File: config.mk
export PLATFORM = sky130hd
export DESIGN_NAME = cpu_net_iface_flat
export DESIGN_NICKNAME = d
export VERILOG_FILES = /design/src/rtl/cpu_net_iface_if.sv /design/src/rtl/cpu_net_iface.sv /design/src/flat_wrapper.sv
export SDC_FILE = /design/constraint.sdc
export NUM_CORES = 1
export LEC_CHECK = 0
export CAP_MARGIN = 10
export CORE_MARGIN = 10
export CORE_UTILIZATION = 58
export DETAILED_ROUTE_END_ITERATION = 7
export HOLD_SLACK_MARGIN = 0.12
export PLACE_DENSITY_LB_ADDON = 0.2
export SLEW_MARGIN = 15
export SYNTH_ARGS = -nofsm -noshare
export SYNTH_HDL_FRONTEND = slang
export SYNTH_SLANG_ARGS = --single-unit
File: constraint.sdc
create_clock -name clk -period 5.85 [get_ports clk]
set_input_delay 1.17 -clock clk [delete_from_list [all_inputs] [get_ports clk]]
set_output_delay 1.17 -clock clk [all_outputs]
set_load 0.005 [all_outputs]
File: src/rtl/cpu_net_iface_if.sv
// CPU/router handshake bundle for one tile's network interface.
// slave is the interface block, master is the CPU/router side.
interface cpu_net_iface_if #(
  parameter int LW = 3
);
  logic [31:0]   tx_data;
  logic [15:0]   tx_dst_x;
  logic [15:0]   tx_dst_y;
  logic          tx_valid;
  logic          tx_ready;
  logic [63:0]   flit_out;
  logic          flit_out_valid;
  logic          flit_out_ready;
  logic [63:0]   flit_in;
  logic          flit_in_valid;
  logic          flit_in_ready;
  logic [31:0]   rx_data;
  logic          rx_valid;
  logic          rx_ready;
  logic [LW-1:0] tx_level;
  logic [LW-1:0] rx_level;
  logic [7:0]    drop_cnt;

  modport slave (
    input  tx_data, tx_dst_x, tx_dst_y,
    input  tx_valid, flit_out_ready,
    input  flit_in, flit_in_valid, rx_ready,
    output tx_ready, flit_out, flit_out_valid,
    output flit_in_ready, rx_data, rx_valid,
    output tx_level, rx_level, drop_cnt
  );

  modport master (
    output tx_data, tx_dst_x, tx_dst_y,
    output tx_valid, flit_out_ready,
    output flit_in, flit_in_valid, rx_ready,
    input  tx_ready, flit_out, flit_out_valid,
    input  flit_in_ready, rx_data, rx_valid,
    input  tx_level, rx_level, drop_cnt
  );
endinterface

File: src/rtl/cpu_net_iface.sv
// Tile network interface: packs CPU words into flits (TX FIFO),
// filters and unpacks router flits for the CPU (RX FIFO).
module cpu_net_iface #(
  parameter logic [15:0] LOCAL_X = 16'h0001,
  parameter logic [15:0] LOCAL_Y = 16'h0001,
  parameter int          DEPTH   = 4
) (
  input logic         clk,
  input logic         rst,
  cpu_net_iface_if.slave bus
);
  localparam int AW = $clog2(DEPTH);
  localparam int LW = AW + 1;
  localparam logic [LW-1:0] FULL = LW'(DEPTH);

  typedef struct packed {
    logic [15:0] x;
    logic [15:0] y;
    logic [31:0] data;
  } flit_t;

  flit_t         tx_mem [DEPTH];
  logic [31:0]   rx_mem [DEPTH];
  logic [AW-1:0] tx_wp, tx_rp;
  logic [AW-1:0] rx_wp, rx_rp;
  logic [LW-1:0] tx_cnt, rx_cnt;
  logic [7:0]    drops;
  flit_t         fin;
  logic          tx_push, tx_pop;
  logic          rx_acc, rx_local;
  logic          rx_push, rx_pop;

  // handshakes depend only on registered levels
  assign bus.tx_ready       = (tx_cnt != FULL);
  assign bus.flit_out_valid = (tx_cnt != '0);
  assign bus.flit_in_ready  = (rx_cnt != FULL);
  assign bus.rx_valid       = (rx_cnt != '0);

  assign bus.flit_out = bus.flit_out_valid
                      ? tx_mem[tx_rp] : '0;
  assign bus.rx_data  = bus.rx_valid
                      ? rx_mem[rx_rp] : '0;

  assign bus.tx_level = tx_cnt;
  assign bus.rx_level = rx_cnt;
  assign bus.drop_cnt = drops;

  assign fin      = flit_t'(bus.flit_in);
  assign tx_push  = bus.tx_valid && bus.tx_ready;
  assign tx_pop   = bus.flit_out_valid
                 && bus.flit_out_ready;
  assign rx_acc   = bus.flit_in_valid
                 && bus.flit_in_ready;
  assign rx_local = (fin.x == LOCAL_X)
                 && (fin.y == LOCAL_Y);
  assign rx_push  = rx_acc && rx_local;
  assign rx_pop   = bus.rx_valid && bus.rx_ready;

  // FIFO storage, intentionally not cleared by reset
  always_ff @(posedge clk) begin
    if (tx_push)
      tx_mem[tx_wp] <= {bus.tx_dst_x,
                        bus.tx_dst_y,
                        bus.tx_data};
    if (rx_push)
      rx_mem[rx_wp] <= fin.data;
  end

  // TX pointers and occupancy
  always_ff @(posedge clk or posedge rst) begin
    if (rst) begin
      tx_wp  <= '0;
      tx_rp  <= '0;
      tx_cnt <= '0;
    end else begin
      if (tx_push) tx_wp <= tx_wp + AW'(1);
      if (tx_pop)  tx_rp <= tx_rp + AW'(1);
      case ({tx_push, tx_pop})
        2'b10:   tx_cnt <= tx_cnt + LW'(1);
        2'b01:   tx_cnt <= tx_cnt - LW'(1);
        default: tx_cnt <= tx_cnt;
      endcase
    end
  end

  // RX pointers and occupancy
  always_ff @(posedge clk or posedge rst) begin
    if (rst) begin
      rx_wp  <= '0;
      rx_rp  <= '0;
      rx_cnt <= '0;
    end else begin
      if (rx_push) rx_wp <= rx_wp + AW'(1);
      if (rx_pop)  rx_rp <= rx_rp + AW'(1);
      case ({rx_push, rx_pop})
        2'b10:   rx_cnt <= rx_cnt + LW'(1);
        2'b01:   rx_cnt <= rx_cnt - LW'(1);
        default: rx_cnt <= rx_cnt;
      endcase
    end
  end

  // saturating count of accepted flits for other tiles
  always_ff @(posedge clk or posedge rst) begin
    if (rst)
      drops <= '0;
    else if (rx_acc && !rx_local && drops != 8'hFF)
      drops <= drops + 8'd1;
  end
endmodule

File: src/flat_wrapper.sv
// flat-port wrapper written by rule: the top's interface ports become plain ports
module cpu_net_iface_flat 
#(
  parameter logic [15:0] LOCAL_X = 16'h0001,
  parameter logic [15:0] LOCAL_Y = 16'h0001,
  parameter int          DEPTH   = 4
)
  (clk, rst, bus_tx_data, bus_tx_dst_x, bus_tx_dst_y, bus_tx_valid, bus_flit_out_ready, bus_flit_in, bus_flit_in_valid, bus_rx_ready, bus_tx_ready, bus_flit_out, bus_flit_out_valid, bus_flit_in_ready, bus_rx_data, bus_rx_valid, bus_tx_level, bus_rx_level, bus_drop_cnt);
  cpu_net_iface_if bus_i ();
  input logic clk;
  input logic rst;
  input wire logic [$bits(bus_i.tx_data)-1:0] bus_tx_data;
  input wire logic [$bits(bus_i.tx_dst_x)-1:0] bus_tx_dst_x;
  input wire logic [$bits(bus_i.tx_dst_y)-1:0] bus_tx_dst_y;
  input wire logic [$bits(bus_i.tx_valid)-1:0] bus_tx_valid;
  input wire logic [$bits(bus_i.flit_out_ready)-1:0] bus_flit_out_ready;
  input wire logic [$bits(bus_i.flit_in)-1:0] bus_flit_in;
  input wire logic [$bits(bus_i.flit_in_valid)-1:0] bus_flit_in_valid;
  input wire logic [$bits(bus_i.rx_ready)-1:0] bus_rx_ready;
  output wire logic [$bits(bus_i.tx_ready)-1:0] bus_tx_ready;
  output wire logic [$bits(bus_i.flit_out)-1:0] bus_flit_out;
  output wire logic [$bits(bus_i.flit_out_valid)-1:0] bus_flit_out_valid;
  output wire logic [$bits(bus_i.flit_in_ready)-1:0] bus_flit_in_ready;
  output wire logic [$bits(bus_i.rx_data)-1:0] bus_rx_data;
  output wire logic [$bits(bus_i.rx_valid)-1:0] bus_rx_valid;
  output wire logic [$bits(bus_i.tx_level)-1:0] bus_tx_level;
  output wire logic [$bits(bus_i.rx_level)-1:0] bus_rx_level;
  output wire logic [$bits(bus_i.drop_cnt)-1:0] bus_drop_cnt;
  assign bus_i.tx_data = bus_tx_data;
  assign bus_i.tx_dst_x = bus_tx_dst_x;
  assign bus_i.tx_dst_y = bus_tx_dst_y;
  assign bus_i.tx_valid = bus_tx_valid;
  assign bus_i.flit_out_ready = bus_flit_out_ready;
  assign bus_i.flit_in = bus_flit_in;
  assign bus_i.flit_in_valid = bus_flit_in_valid;
  assign bus_i.rx_ready = bus_rx_ready;
  assign bus_tx_ready = bus_i.tx_ready;
  assign bus_flit_out = bus_i.flit_out;
  assign bus_flit_out_valid = bus_i.flit_out_valid;
  assign bus_flit_in_ready = bus_i.flit_in_ready;
  assign bus_rx_data = bus_i.rx_data;
  assign bus_rx_valid = bus_i.rx_valid;
  assign bus_tx_level = bus_i.tx_level;
  assign bus_rx_level = bus_i.rx_level;
  assign bus_drop_cnt = bus_i.drop_cnt;
  cpu_net_iface #(.LOCAL_X(LOCAL_X), .LOCAL_Y(LOCAL_Y), .DEPTH(DEPTH)) u_core (.clk(clk), .rst(rst), .bus(bus_i));
endmodule
; ---- After elaboration in Yosys (flattened, before gate mapping)
; Memories as Yosys holds them, arrays and structs flattened.
; Index checks and enable logic that the tools add are counted.
[totals]
ramBits = 384
memories = 2
regBits = 22
[mem_list]
columns = name, depth, width, read_ports, rd_ports_with_merged_regs, wr, line
row1 = u_core.tx_mem, 4, 64, 1, 0, 1, cpu_net_iface.sv:22  ; flit_t tx_mem [DEPTH];
row2 = u_core.rx_mem, 4, 32, 1, 0, 1, cpu_net_iface.sv:23  ; logic [31:0] rx_mem [DEPTH];
[op_classes]
eq_ne = 9
mux = 8
reduce_logical = 13
n_addsub = 9
[ops]
columns = cell, n
row1 = 64-bit two-way mux, 1
row2 = 16-bit by 1-bit equality test with 1-bit output (second input constant), 2
row3 = 32-bit two-way mux, 1
row4 = 3-bit case mux with 2 select lines, 2
row5 = 2-bit by 1-bit adder with 2-bit output (second input constant), 4
row6 = 8-bit by 1-bit adder with 8-bit output (second input constant), 1
row7 = 1-bit logical AND, 8
row8 = 8-bit != test (second input constant), 1
row9 = 3-bit by 1-bit adder with 3-bit output (second input constant), 2
row10 = 3-bit != test (second input constant), 2
row11 = 3-bit nonzero test, 2
row12 = 3-bit by 1-bit subtractor with 3-bit output (second input constant), 2
row13 = 2-bit by 1-bit equality test with 1-bit output (second input constant), 2
row14 = 2-bit equality test (second input constant), 2
row15 = 1-bit two-way mux, 4
row16 = 2-bit nonzero test, 2
row17 = 1-bit logical NOT, 1

; ---- Logic depth before layout (Yosys ltp)
; Gate-level depths: netlist (run 1).
[logic_depth]
depth_word = 5
depth_mapped = 11
ltp_nobuf = 11

; ---- Worst setup path after synthesis (run 1)
; No wires, ideal clock.
[synth_timing]
kind = input port to flip-flop
start = input port bus_flit_in[34]
end = memory u_core.rx_mem[0][0] (enable)
cell_stages = 4
setup_ps = 392
slack_ps = 2664
n_path_buf = 0
arrival_time_ps = 2794
cell_sequence = nor4_2 > nand4_2 > nor3_4 > and2_1
[synth_between]
elab_chain_cells = 5
[synth_lines]
columns = element, line
row1 = from (decl), flat_wrapper.sv:17  ; input wire logic [$bits(bus_i.flit_in)-1:0] bus_flit_in;
row2 = 16-bit by 1-bit equality test with 1-bit output, cpu_net_iface.sv:55  ; && (fin.y == LOCAL_Y);
row3 = 1-bit logical AND, cpu_net_iface.sv:55
row4 = 1-bit logical AND, cpu_net_iface.sv:56  ; assign rx_push = rx_acc && rx_local;
row5 = 1-bit two-way mux, cpu_net_iface.sv:65  ; if (rx_push)
row6 = 1-bit two-way mux (implied by the code), cpu_net_iface.sv:66  ; rx_mem[rx_wp] <= fin.data;
row7 = to (decl), cpu_net_iface.sv:23
; Every way passes these cells.

; ---- Worst setup path in the final report (run 1)
[layout_timing]
start = register u_core.tx_rp[0]
end = output port bus_flit_out[58]
[layout_between]
elab_chain_cells = 2
[layout_lines]
columns = element, line
row1 = from (decl), cpu_net_iface.sv:24  ; logic [AW-1:0] tx_wp, tx_rp;
row2 = from (signal assigned), cpu_net_iface.sv:77  ; if (tx_pop) tx_rp <= tx_rp + AW'(1);
row3 = memory read 4 x 64 bit, -
row4 = 64-bit two-way mux, cpu_net_iface.sv:40  ; ? tx_mem[tx_rp] : '0;
row5 = to (decl), flat_wrapper.sv:21  ; output wire logic [$bits(bus_i.flit_out)-1:0] bus_flit_out;
; Every way passes these cells.

==> results of run 1 <==
==> area by class of cell <==
type	instances	area (um^2)
multi-input cells	279	3590
clock inverters	24	189
clock buffers	49	1090
inverters	13	48.8
diodes	4	10.0
fillers	1577	6960
repair buffers	257	2550
flip-flops and latches	406	12100
well taps	341	427
==> cells in the final DEF, fill, tap and decap left out, drive strengths merged, types with 6 or more instances in the layout <==
cell and n:
and2 103, buf 10, clkbuf 49, clkdlybuf4s50 247, clkinv 16, dfrtp 22, edfxtp 384, ha 11
inv 15, mux4 96, nand2 7, nand3 6, nor4 7, xnor2 6, xor2 11
==> metal layers <==
layer	track usage, %	vias up	wire length (um)
met5	0	-	13
met2	31.1	245	15900
met3	5.65	42	2480
li1	-	3469	-
met1	22.4	3884	12400
met4	4.10	2	492
==> worst paths after layout <==
| path | startpoint | to | slack, ns | depth (start not counted) |
|---|---|---|---|---|
| worst min-delay path | u_core.bus.drop_cnt[4] | u_core.bus.drop_cnt[4] | 0.49 | 1 |
| worst max register to register | u_core.bus.tx_level[0] | u_core.bus.tx_level[2] | 3.07 | 8 |
| min in group asynchronous | rst | u_core.bus.drop_cnt[6] | 1.12 | 2 |
| worst max-delay path | u_core.tx_rp[0] | bus_flit_out[58] | 1.61 | 4 |
| worst min register to register | u_core.bus.drop_cnt[4] | u_core.bus.drop_cnt[4] | 0.49 | 1 |
| max in group asynchronous | rst | u_core.tx_rp[0] | 4.12 | 2 |
==> power breakdown <==
part           total, mW  internal (mW)  switching (mW)  leakage (nW)
sequential          3.91           3.65           0.257          3.76
clock               2.45           1.42            1.03         0.617
combinational       3.23           1.96            1.27          2.25
==> flip-flops by register name, summed over array words and instances, names as in the netlist <==
name	count
u_core.bus.drop_cnt	8
u_core.bus.rx_level	3
u_core.bus.tx_level	3
u_core.rx_mem	128
u_core.rx_rp	2
u_core.rx_wp	2
u_core.tx_mem	256
u_core.tx_rp	2
u_core.tx_wp	2
==> critical path, delay by kind of cell (launching register included) <==
family	cells	cell delay, ns
buffers and inverters	2	0.93
multiplexers	1	0.55
flip-flops	1	0.86
AND/OR/NAND/NOR	1	0.18
==> kinds of logic (layout without fill, tap and decap cells) <==
| group | count (synthesis) | count (layout) | share of synthesized area, % |
|---|---|---|---|
| adders and majority gates | 13 | 13 | 1.12 |
| and+or+nand+nor | 145 | 145 | 6.18 |
| xor gates and xnor gates | 17 | 17 | 0.938 |
| other | 0 | 4 | 0 |
| AOI/OAI and AO/OA | 2 | 2 | 0.165 |
| buffers and inverters | 45 | 343 | 1.40 |
| muxes | 102 | 102 | 14.1 |
| DFF | 406 | 406 | 76.1 |
==> results.md, run 1 <==
* Outcome: finished clean
* Syn avg cell area at 21.7 um^2
* Initial antenna violation count at 5
* Routed Antenna Nets at 0
* CTS buffer count at 41
* Hpwl dp at 19,700 um
* Layout cells sized above 1 at 18.8%
* Crit Path Class: reg2out
* TritonCTS clock tree: built
* Final Critical Period at 4.24 ns
* Synth area leader: edfxtp_1
* Net Count, Synth at 877
* Post-synthesis async set-or-reset flop share at 5.42%
* Final #Nets at 1,145
* Gr usage total at 18.2%
* Die Y at 185 um
* I/O pins at 248
* Post-cts sizing count at 0
* Sequential area share after synthesis at 76.1%
* Worst skew pair latency at 0.52 ns
* Gate Count Post-Synth at 730
* Max clock buf depth at 3
* Pre-antenna DRT Iters at 4
* DR vias at 7,642
* Total Wirelength at 31,300 um
* # DRC at 0
* GRT overflow at 0
* Synth cell count leaders: 384 x edfxtp_1, 103 x and2_1, 96 x mux4_2
* Clock sink count at 406
* Vias in the first global route at 8,261
* Full die area at 34,400 um^2
* Worst path cell trace: buf_4 -> mux4_2 -> and2_1 -> clkdlybuf4s50_1
* Crit path max fanout at 34
* WP data required at 4.68 ns
* CTS Root Cell: clkbuf_16
* Startpoint Class: register
* Final Util at 74.2%
* Worst IR Drop VDD at 0.384 mV
* Final Instance Area at 20,000 um^2
* Slew @ Worst Pin at 1.08 ns
* Post-synth EDFFs at 384
* Layout area overhead at 25.9%
* RSZ-0062 raised after global routing: no
* Worst hold path type: reg2reg
* Max-slew headroom at 28.1%
* RD Place Congestion at 0.725
* Largest cells by area after synthesis: edfxtp_1 73%, mux4_2 14%, and2_1 4.1%
* Max-cap violation count at 0
* First-pass GRT wire length at 47,900 um
* Hold Slack at 0.489 ns
* Placed instance area at 18,700 um^2
* Port buffer count at 247
* Synth warn at 0
* Synth cell types at 33
* Vias per cell at 5.57
* Final hold violations at 0
* Starting density of the core at 58.9%
* #FFs+latches synth at 406
* Final TNS setup at 0 ns
* Ys flop type: edfxtp_1
* Slowest-stage cell, CP: dfrtp_4
* Inst Count DP at 1,296
* Non-filler cells in the finished layout at 1,373
* Final setup fails at 0
* Die width at 185 um
* WP data arrival at 3.07 ns
* Final worst-path cycle share at 72.5%
* Final total power at 9.58 mW
* Fmax at 236 MHz
* Core area at 27,000 um^2
* Fin. max-slew vios at 0
* CTS clk-pin slew, worst paths at 0.06 ns
* Most frequent cell after synthesis: edfxtp_1
* 1st-iter DRT viols at 496
* Post-synth top area share at 72.6%
* CTS Hold Buffers Added at 0
* Num rows at 60
* Setup crit end kind: output pin
* Delay of the slowest critical-path stage at 0.86 ns
* Largest net degree at the start of global routing at 67
* P_leak at 6.63 nW
* Synth Cell Area at 15,900 um^2
* H-tree Lvls at 2
* Postcts setup bufs at 0
* Clk_skew at 0.0221 ns
* Pre-CTS setup slack at 2.07 ns
* Cell Pwr Density at 479 nW/um^2
* Setup ws final at 1.61 ns
* Post-DR wirelength/cell at 22.8 um
Note: power is estimated with default switching activity, not from simulation.
==> inputs of run 2 (changes only) <==
--- a/config.mk
+++ b/config.mk
@@ -7,7 +7,7 @@
 export LEC_CHECK = 0
 export CAP_MARGIN = 10
 export CORE_MARGIN = 10
-export CORE_UTILIZATION = 58
+export CORE_UTILIZATION = 54
 export DETAILED_ROUTE_END_ITERATION = 7
 export HOLD_SLACK_MARGIN = 0.12
 export PLACE_DENSITY_LB_ADDON = 0.2
==> constraint.sdc (replaced) <==
create_clock -name clk -period 4.3 [get_ports clk]
set_input_delay 0.86 -clock clk [delete_from_list [all_inputs] [get_ports clk]]
set_output_delay 0.86 -clock clk [all_outputs]
set_load 0.005 [all_outputs]
==> run 2 against run 1 <==
Effect of this change:
- sequential power is 35% higher
- worst hold slack better by 0.011 ns
- clock power is 42% higher
- clock skew is 0.0091 ns lower
- worst setup slack worse by 1.0 ns
- combinational power is 39% higher
- critical path depth stayed put
- die area is 6.6% higher
- largest cell class unchanged
==> results.md, run 2 (same netlist as run 1, synthesis figures left out) <==
* Outcome: finished clean
* P_leak at 6.68 nW
* Post-DR wirelength/cell at 22.8 um
* Final #Nets at 1,146
* I/O pins at 248
* Max clock buf depth at 3
* Total Wirelength at 32,400 um
* Most frequent cells in the layout: 384 x edfxtp_1, 247 x clkdlybuf4s50_1, 103 x and2_1, 96 x mux4_2, 43 x clkbuf_16
* Port buffer count at 247
* RSZ-0062 raised after global routing: no
* Post-cts sizing count at 0
* Gr usage total at 17.8%
* Fin. max-slew vios at 0
* GRT overflow at 0
* Max reg flops at 256
* Worst skew pair latency at 0.52 ns
* CTS Hold Buffers Added at 0
* Max-slew headroom at 31.9%
* Routed Antenna Nets at 0
* Clock sink count at 406
* Worst Path Buf+Inv at 2
* Max-cap violation count at 0
* Top delay family on crit path: flip-flops
* CTS buffer count at 41
* Worst hold path type: reg2reg
* Worst IR Drop VDD at 0.334 mV
* Layout cells sized above 1 at 19.0%
* Cell Pwr Density at 658 nW/um^2
* Vias per cell at 5.50
* Final Critical Period at 3.71 ns
* Fmax at 269 MHz
* Core area at 28,900 um^2
* Top reg by flops: u_core.tx_mem
* H-tree Lvls at 2
* Clk_skew at 0.0130 ns
* WP data required at 3.44 ns
* Final setup fails at 0
* Final TNS setup at 0 ns
* Num rows at 62
* Die width at 191 um
* WP data arrival at 2.85 ns
* First-pass GRT wire length at 50,300 um
* 1st-iter DRT viols at 420
* Hpwl dp at 20,300 um
* Worst path cell trace: buf_4 -> mux4_2 -> and2_1 -> clkdlybuf4s50_1
* Crit path max fanout at 32
* Layout area overhead at 26.9%
* Largest net degree at the start of global routing at 65
* Vias in the first global route at 8,735
* Hold Slack at 0.500 ns
* DR vias at 7,801
* # DRC at 0
* Starting density of the core at 55.0%
* Setup crit end kind: output pin
* Slew @ Worst Pin at 1.02 ns
* Delay of the slowest critical-path stage at 0.84 ns
* Fillers at 1,883
* Full die area at 36,700 um^2
* CTS Root Cell: clkbuf_16
* Initial antenna violation count at 3
* Startpoint Class: register
* RD Place Congestion at 0.711
* Postcts setup bufs at 0
* Final worst-path cycle share at 86.4%
* Most common cell after layout, fill and taps aside: edfxtp_1
* Pre-antenna DRT Iters at 4
* CTS clk-pin slew, worst paths at 0.06 ns
* Die Y at 191 um
* TritonCTS clock tree: built
* Slowest-stage cell, CP: dfrtp_4
* Final hold violations at 0
* Crit Path Class: reg2out
[run 2: final timing paths]
kind / start / end / slack (ns) / cells after the start
min in group asynchronous: rst / u_core.bus.tx_level[0] / 0.84 / 2
setup reg to reg: u_core.bus.tx_level[0] / u_core.bus.tx_level[2] / 1.57 / 8
setup / recovery: u_core.tx_rp[0] / bus_flit_out[6] / 0.59 / 4
max in group asynchronous: rst / u_core.tx_rp[1] / 2.82 / 2
hold / removal: u_core.bus.drop_cnt[4] / u_core.bus.drop_cnt[4] / 0.50 / 1
hold reg to reg: u_core.bus.drop_cnt[4] / u_core.bus.drop_cnt[4] / 0.50 / 1
[run 2: layout make-up]
class | instances | area [um^2] | area share [%]
clock inverters | 26 | 239 | 1.19
diodes | 4 | 10.0 | 0.0497
well taps | 384 | 480 | 2.39
multi-input cells | 279 | 3590 | 17.8
clock buffers | 49 | 1100 | 5.45
inverters | 13 | 48.8 | 0.242
repair buffers | 258 | 2580 | 12.8
flip-flops and latches | 406 | 12100 | 60.0
[run 2: power breakdown]
part / total [mW] / internal [mW] / switching, mW / leakage, nW
Clock: 3.49 / 2.07 / 1.42 / 0.651
Combinational: 4.48 / 2.70 / 1.78 / 2.27
Sequential: 5.29 / 4.97 / 0.321 / 3.76
Total: 13.3 / 9.73 / 3.52 / 6.68
[run 2: stage by stage]
stage	instances	area (um^2)	power, mW	setup WS, ns	util [%]
5_1_grt	1416	20100	13.9	0.387	69.8
3_5_place_dp	1340	18800	9.97	1.05	65.1
6_report	1419	20100	13.3	0.586	69.8
2_1_floorplan	730	15900	7.63	1.42	-
4_1_cts	1415	20100	13.5	0.490	69.8
3_3_place_gp	1340	18800	9.91	1.05	65.1
[run 2: metal layers]
metal  vias up  part of all wire (%)  global-route usage (%)
li1       3473                     -                       -
met1      4038                    40                    22.3
met2       243                    50                    29.4
met3        47                   8.4                    5.90
met4         0                   1.8                    4.42
met5         -                     0                       0
==> inputs of run 3 (changes only) <==
--- a/config.mk
+++ b/config.mk
@@ -11,6 +11,7 @@
 export DETAILED_ROUTE_END_ITERATION = 7
 export HOLD_SLACK_MARGIN = 0.12
 export PLACE_DENSITY_LB_ADDON = 0.2
+export SKIP_LAST_GASP = 1
 export SLEW_MARGIN = 15
 export SYNTH_ARGS = -nofsm -noshare
 export SYNTH_HDL_FRONTEND = slang
==> results of run 3 <==
Same layout as run 2: the final DEF is identical, and so are final timing and power.
